==> config.mk <==
export PLATFORM = sky130hd
export DESIGN_NAME = dm_store_buffer
export DESIGN_NICKNAME = d
export VERILOG_FILES = /design/src/rtl/dm_store_buffer.sv
export SDC_FILE = /design/constraint.sdc
export NUM_CORES = 1
export LEC_CHECK = 0
export BUFFER_PORTS_ARGS = -buffer_cell sky130_fd_sc_hd__buf_2
export CORE_ASPECT_RATIO = 0.9
export CORE_UTILIZATION = 43
export DETAILED_ROUTE_END_ITERATION = 10
export GPL_ROUTABILITY_DRIVEN = 1
export PLACE_DENSITY = 0.64
export SLEW_MARGIN = 20
export SYNTH_ARGS = -nofsm -noshare
export SYNTH_HDL_FRONTEND = slang
export SYNTH_SLANG_ARGS = --single-unit
==> constraint.sdc <==
create_clock -name clk -period 14.3 [get_ports clk]
set_input_delay 1.43 -clock clk [delete_from_list [all_inputs] [get_ports clk]]
set_output_delay 1.43 -clock clk [all_outputs]
set_load 0.02 [all_outputs]
==> src/rtl/dm_store_buffer.sv <==
// In-order store write buffer between the MEM-stage store path and data memory.
// Optional load forwarding from fully covering entries when STBUF_FWD_EN is defined.
module dm_store_buffer #(
   parameter int unsigned DEPTH = 4,
   parameter int unsigned PTR_W = 2
) (
   input  logic        clk,
   input  logic        reset,
   input  logic        st_valid,
   output logic        st_ready,
   input  logic [31:0] st_pc,
   input  logic [31:0] st_addr,
   input  logic [1:0]  st_size,
   input  logic [31:0] st_data,
   output logic        dm_we,
   input  logic        dm_ready,
   output logic [31:0] dm_pc,
   output logic [31:0] dm_addr,
   output logic [3:0]  dm_be,
   output logic [31:0] dm_wd,
   input  logic        ld_valid,
   input  logic [31:0] ld_addr,
   input  logic [1:0]  ld_size,
   output logic        ld_stall,
   output logic        ld_fwd,
   output logic [31:0] ld_fwd_data,
   output logic        empty
);

   localparam int unsigned CNT_W = PTR_W + 1;

   function automatic logic [3:0] lane_be(input logic [1:0] size, input logic [1:0] lo);
      logic [3:0] be;
      be = 4'b0000;
      case (size)
         2'b00:   be = 4'b1111;
         2'b01:   be = 4'b0001 << lo;
         2'b10:   be = lo[1] ? 4'b1100 : 4'b0011;
         default: be = 4'b0000;
      endcase
      return be;
   endfunction

   function automatic logic [31:0] lane_data(input logic [1:0] size, input logic [31:0] d);
      logic [31:0] r;
      r = d;
      case (size)
         2'b01:   r = {4{d[7:0]}};
         2'b10:   r = {2{d[15:0]}};
         default: r = d;
      endcase
      return r;
   endfunction

   logic             valid_q [DEPTH];
   logic             valid_d [DEPTH];
   logic [31:0]      pc_q    [DEPTH];
   logic [31:0]      pc_d    [DEPTH];
   logic [29:0]      waddr_q [DEPTH];
   logic [29:0]      waddr_d [DEPTH];
   logic [3:0]       be_q    [DEPTH];
   logic [3:0]       be_d    [DEPTH];
   logic [31:0]      data_q  [DEPTH];
   logic [31:0]      data_d  [DEPTH];
   logic [PTR_W-1:0] wr_ptr_q, wr_ptr_d;
   logic [PTR_W-1:0] rd_ptr_q, rd_ptr_d;
   logic [CNT_W-1:0] count_q, count_d;

   logic       push_c;
   logic       pop_c;
   logic [3:0] ld_be_c;
   logic       overlap_c;

   assign st_ready = (count_q != CNT_W'(DEPTH));
   assign push_c   = st_valid && st_ready && (st_size != 2'b11);
   assign dm_we    = (count_q != '0);
   assign pop_c    = dm_we && dm_ready;
   assign empty    = (count_q == '0);

   // Head entry presented to memory; zeroed when nothing is pending.
   assign dm_pc   = dm_we ? pc_q[rd_ptr_q] : 32'h0;
   assign dm_addr = dm_we ? {waddr_q[rd_ptr_q], 2'b00} : 32'h0;
   assign dm_be   = dm_we ? be_q[rd_ptr_q] : 4'b0000;
   assign dm_wd   = dm_we ? data_q[rd_ptr_q] : 32'h0;

   always_comb begin
      valid_d  = valid_q;
      pc_d     = pc_q;
      waddr_d  = waddr_q;
      be_d     = be_q;
      data_d   = data_q;
      wr_ptr_d = wr_ptr_q;
      rd_ptr_d = rd_ptr_q;
      count_d  = count_q;
      if (push_c) begin
         valid_d[wr_ptr_q] = 1'b1;
         pc_d[wr_ptr_q]    = st_pc;
         waddr_d[wr_ptr_q] = st_addr[31:2];
         be_d[wr_ptr_q]    = lane_be(st_size, st_addr[1:0]);
         data_d[wr_ptr_q]  = lane_data(st_size, st_data);
         wr_ptr_d          = wr_ptr_q + PTR_W'(1);
      end
      if (pop_c) begin
         valid_d[rd_ptr_q] = 1'b0;
         rd_ptr_d          = rd_ptr_q + PTR_W'(1);
      end
      case ({push_c, pop_c})
         2'b10:   count_d = count_q + CNT_W'(1);
         2'b01:   count_d = count_q - CNT_W'(1);
         default: count_d = count_q;
      endcase
   end

   always_ff @(posedge clk or posedge reset) begin
      if (reset) begin
         for (int i = 0; i < DEPTH; i++) begin
            valid_q[i] <= 1'b0;
            pc_q[i]    <= 32'h0;
            waddr_q[i] <= 30'h0;
            be_q[i]    <= 4'b0000;
            data_q[i]  <= 32'h0;
         end
         wr_ptr_q <= '0;
         rd_ptr_q <= '0;
         count_q  <= '0;
      end else begin
         valid_q  <= valid_d;
         pc_q     <= pc_d;
         waddr_q  <= waddr_d;
         be_q     <= be_d;
         data_q   <= data_d;
         wr_ptr_q <= wr_ptr_d;
         rd_ptr_q <= rd_ptr_d;
         count_q  <= count_d;
      end
   end

   // Any pending entry sharing a byte with the load blocks it (pre-edge state).
   always_comb begin
      ld_be_c   = lane_be(ld_size, ld_addr[1:0]);
      overlap_c = 1'b0;
      for (int i = 0; i < DEPTH; i++) begin
         if (valid_q[i] && (waddr_q[i] == ld_addr[31:2]) && ((be_q[i] & ld_be_c) != 4'b0000))
            overlap_c = 1'b1;
      end
   end

`ifdef STBUF_FWD_EN
   logic [PTR_W-1:0] idx_c;
   logic             hit_c;
   logic [3:0]       hit_be_c;
   logic [31:0]      hit_data_c;
   logic             covered_c;

   // Walk oldest to youngest so the last match is the youngest overlapping entry.
   always_comb begin
      idx_c      = rd_ptr_q;
      hit_c      = 1'b0;
      hit_be_c   = 4'b0000;
      hit_data_c = 32'h0;
      for (int k = 0; k < DEPTH; k++) begin
         idx_c = rd_ptr_q + PTR_W'(k);
         if (valid_q[idx_c] && (waddr_q[idx_c] == ld_addr[31:2]) &&
             ((be_q[idx_c] & ld_be_c) != 4'b0000)) begin
            hit_c      = 1'b1;
            hit_be_c   = be_q[idx_c];
            hit_data_c = data_q[idx_c];
         end
      end
      covered_c = hit_c && ((hit_be_c & ld_be_c) == ld_be_c);
   end

   assign ld_fwd      = ld_valid && covered_c;
   assign ld_fwd_data = ld_fwd ? hit_data_c : 32'h0;
   assign ld_stall    = ld_valid && overlap_c && !covered_c;
`else
   assign ld_fwd      = 1'b0;
   assign ld_fwd_data = 32'h0;
   assign ld_stall    = ld_valid && overlap_c;
`endif

endmodule

==> results.cfg <==
[sta]
hold_violations = 0
worst_clock_skew_ns = 0.02348
rsz0062_at_grt = false
setup_viol = 0
period_share_pct = 32.84
slew_headroom_pct = 29.00
tightest_slew_ns = 1.065
period_minus_slack_ns = 4.697
slew_violations = 0
fin_setup_tns_ns = 0
fmax_mhz = 212.9

[synthesis]
seq_area_frac_synth_pct = 49.62
synthDistinctLibCells = 43
synth_ff_type = dfrtp_1
synth_fa_ha_area_share_pct = 0.8988
synthArstFlopShare_pct = 100.0
ys_seq_elements = 403
synthTopCellsByArea = dfrtp_1, mux2_2, mux4_2
postSynthAreaPerCell_um2 = 12.97
synthMuxAreaShare_pct = 26.82
yosys_warnings = 0
yosys.area_share.simple_pct = 7.517
synth_top_family_by_area = multiplexers
ys_top_cells_by_count = dfrtp_1, mux2_2, xnor2_1, nand2_1, o21ai_0
synthesis.area_um2 = 20320
synth.most_common_cell = dfrtp_1
synth_xor_area_share_pct = 5.387
synth_cells = 1567
yosysTopAreaCell = dfrtp_1
synth-compound-area-share_pct = 4.586
synth_edf_count = 0
yosysTopAreaCellShare_pct = 49.62

[clock_network]
clkTransAtPathRegs_ns = 0.06
root_buffer = clkbuf_16
cts_buffers = 45
htreeDepth = 2
clock_latency_ns = 0.57
cts.path.max_buffers = 3
cts_setup_buffers = 0
cts-resized-gates = 0
cts_hold_buffers = 0
cts_tree = built
clock_sinks = 403

[floorplan]
dieArea_um2 = 48140
die_x_um = 231.2
die-height_um = 208.3
num_rows = 75
io_pins = 274
coreArea_um2 = 46640
initial_core_util_pct = 43.58

[worst_hold_path]
min_path_type = reg2reg

[setup_path]
crit_type = in2out
worstPathRequired_ns = 12.87
start_kind = input pin
cp-end-kind = output pin
cp_common_cell = buf_2
max_stage_delay_ns = 0.41
cp_data_arrival_time_ns = 3.27
cp_top_family = simple AND/OR/NAND/NOR gates
crit_path_top_delay_cell = a41oi_1
crit_chain = buf_2 > xnor2_1 > nand4_1 > nor4_1 > o211ai_1 > a41oi_1 > buf_2
path_buf_inv = 2
path_max_fanout = 4

[place]
gp_congestion = 0.8884
dp_hpwl_um = 32930
port_buffers = 238

[detailed_routing]
drtIter0Drc = 760
drc = 0
viasPerCell = 5.458
wire_per_inst_um = 21.66
drt-pass1-iter-count = 5
ant_nets = 0
wl_um = 51700
num_vias = 13030

[global_routing]
grt-ovfl-total = 0
grt_usage_pct = 21.88
grt_start_max_net_pins = 178
first_global_vias = 13400
use_met2_pct = 33.01
grt-busiest-layer = met2
grt_pass1_wl_um = 80980
antenna_found_initial = 4
met3_usage_pct = 4.989
gr-usage-met1_pct = 31.44

[power_and_ir_drop]
max-vdd-ir-drop_v = 0.0001417
switching_power_mw = 2.231
clockPowerShare_pct = 19.4
p_seq_share_pct = 35.4
leakage_nw = 10.06
power.density_nw_per_um2 = 259.3
sw_frac_of_total_pct = 37.29
p_int_mw = 3.752
combPwrFrac_pct = 45.1

[flow_run]
drv_cap = 0

[layout]
layout.nets = 1886
utilization_pct = 49.47
area.growth.synth_to_final_pct = 13.52
nFillCells = 4134
drive_above_1_share_pct = 39.99
seqCellArea_um2 = 10090
multi_input_area_um2 = 9334

[outcome]
status = complete, no violations
path summary, 6_finish.rpt:
path                             start  cells after the start     endpoint  slack, ns
max                        ld_addr[31]                      7     ld_stall       9.60
min                         data_q[13]                      2   data_q[13]       0.48
max reg2reg                 count_q[0]                      5     pc_q[87]      11.04
min reg2reg                 data_q[13]                      2   data_q[13]       0.48
max in group asynchronous        reset                      5  rd_ptr_q[1]      11.27
min in group asynchronous        reset                      2     pc_q[52]       1.01
registers in the layout (all words and copies together), names as in the netlist:
register / cells
count_q: 3
be_q: 16
rd_ptr_q: 2
pc_q: 128
waddr_q: 120
valid_q: 4
wr_ptr_q: 2
data_q: 128
layout by cell type, fill, tap and decap left out, drive strengths merged, types with 3 or more instances in the layout:
| cell | instances |
|---|---|
| and2 | 100 |
| nand4 | 28 |
| mux2i | 9 |
| nand3 | 4 |
| mux2 | 280 |
| a31oi | 8 |
| diode | 3 |
| nor3 | 4 |
| o211ai | 4 |
| inv | 17 |
| a21oi | 11 |
| nor2b | 8 |
| dfrtp | 403 |
| nor4 | 12 |
| nor2 | 3 |
| nand2 | 126 |
| xnor2 | 123 |
| conb | 35 |
| mux4 | 98 |
| o22ai | 4 |
| clkbuf | 66 |
| o21ai | 122 |
| a22oi | 16 |
| ha | 13 |
| clkinv | 10 |
| buf | 248 |
metrics by stage:
step | hold slack [ns] | instances | power (mW) | setup slack (ns) | cell area, µm²
after floorplan | 0.4437 | 1601 | 4.056 | 1.661 | 20450
after global placement | 0.4560 | 2303 | 4.787 | 9.694 | 21540
after detailed placement | 0.4681 | 2303 | 4.853 | 9.701 | 21540
after CTS | 0.4782 | 2383 | 6.046 | 9.557 | 23030
after global routing | 0.4931 | 2385 | 6.346 | 9.488 | 23070
final | 0.4753 | 2387 | 5.983 | 9.603 | 23070
cells by family after synthesis:
| family | count (synthesis) |
|---|---|
| mux | 387 |
| simple gates | 290 |
| compound gates | 170 |
| xor+xnor | 125 |
| flops | 403 |
| fa+ha+maj | 14 |
| other cells | 1 |
| buf+inv | 177 |
worst min-delay path: stages (launching register included):
cell and delay, ns:
dfrtp_1 0.34, nand2_1 0.04, o21ai_0 0.06
area by class of cell:
cell class	count	share of cell area, %
flip-flops and latches	403	43.74
multi-input cells	1021	40.46
clock buffers	66	5.927
repair buffers	248	5.645
well taps	616	3.341
clock inverters	14	0.5640
inverters	16	0.2928
diodes	3	0.03254
power by group through the flow:
stage	logic, mW	clock network [mW]	registers (mW)
final	2.70	1.16	2.12
after global routing	2.92	1.24	2.19
after CTS	2.74	1.20	2.11
after detailed placement	2.72	0	2.13
after global placement	2.68	0	2.10
after floorplan	2.09	0	1.97
routing by layer:
metal / share of wire [%] / wire [µm]
met3: 6.5 / 3380
met5: 0 / 0
met1: 45 / 23390
met2: 46 / 23790
met4: 2.2 / 1137
(Power assumes the default switching activity.)
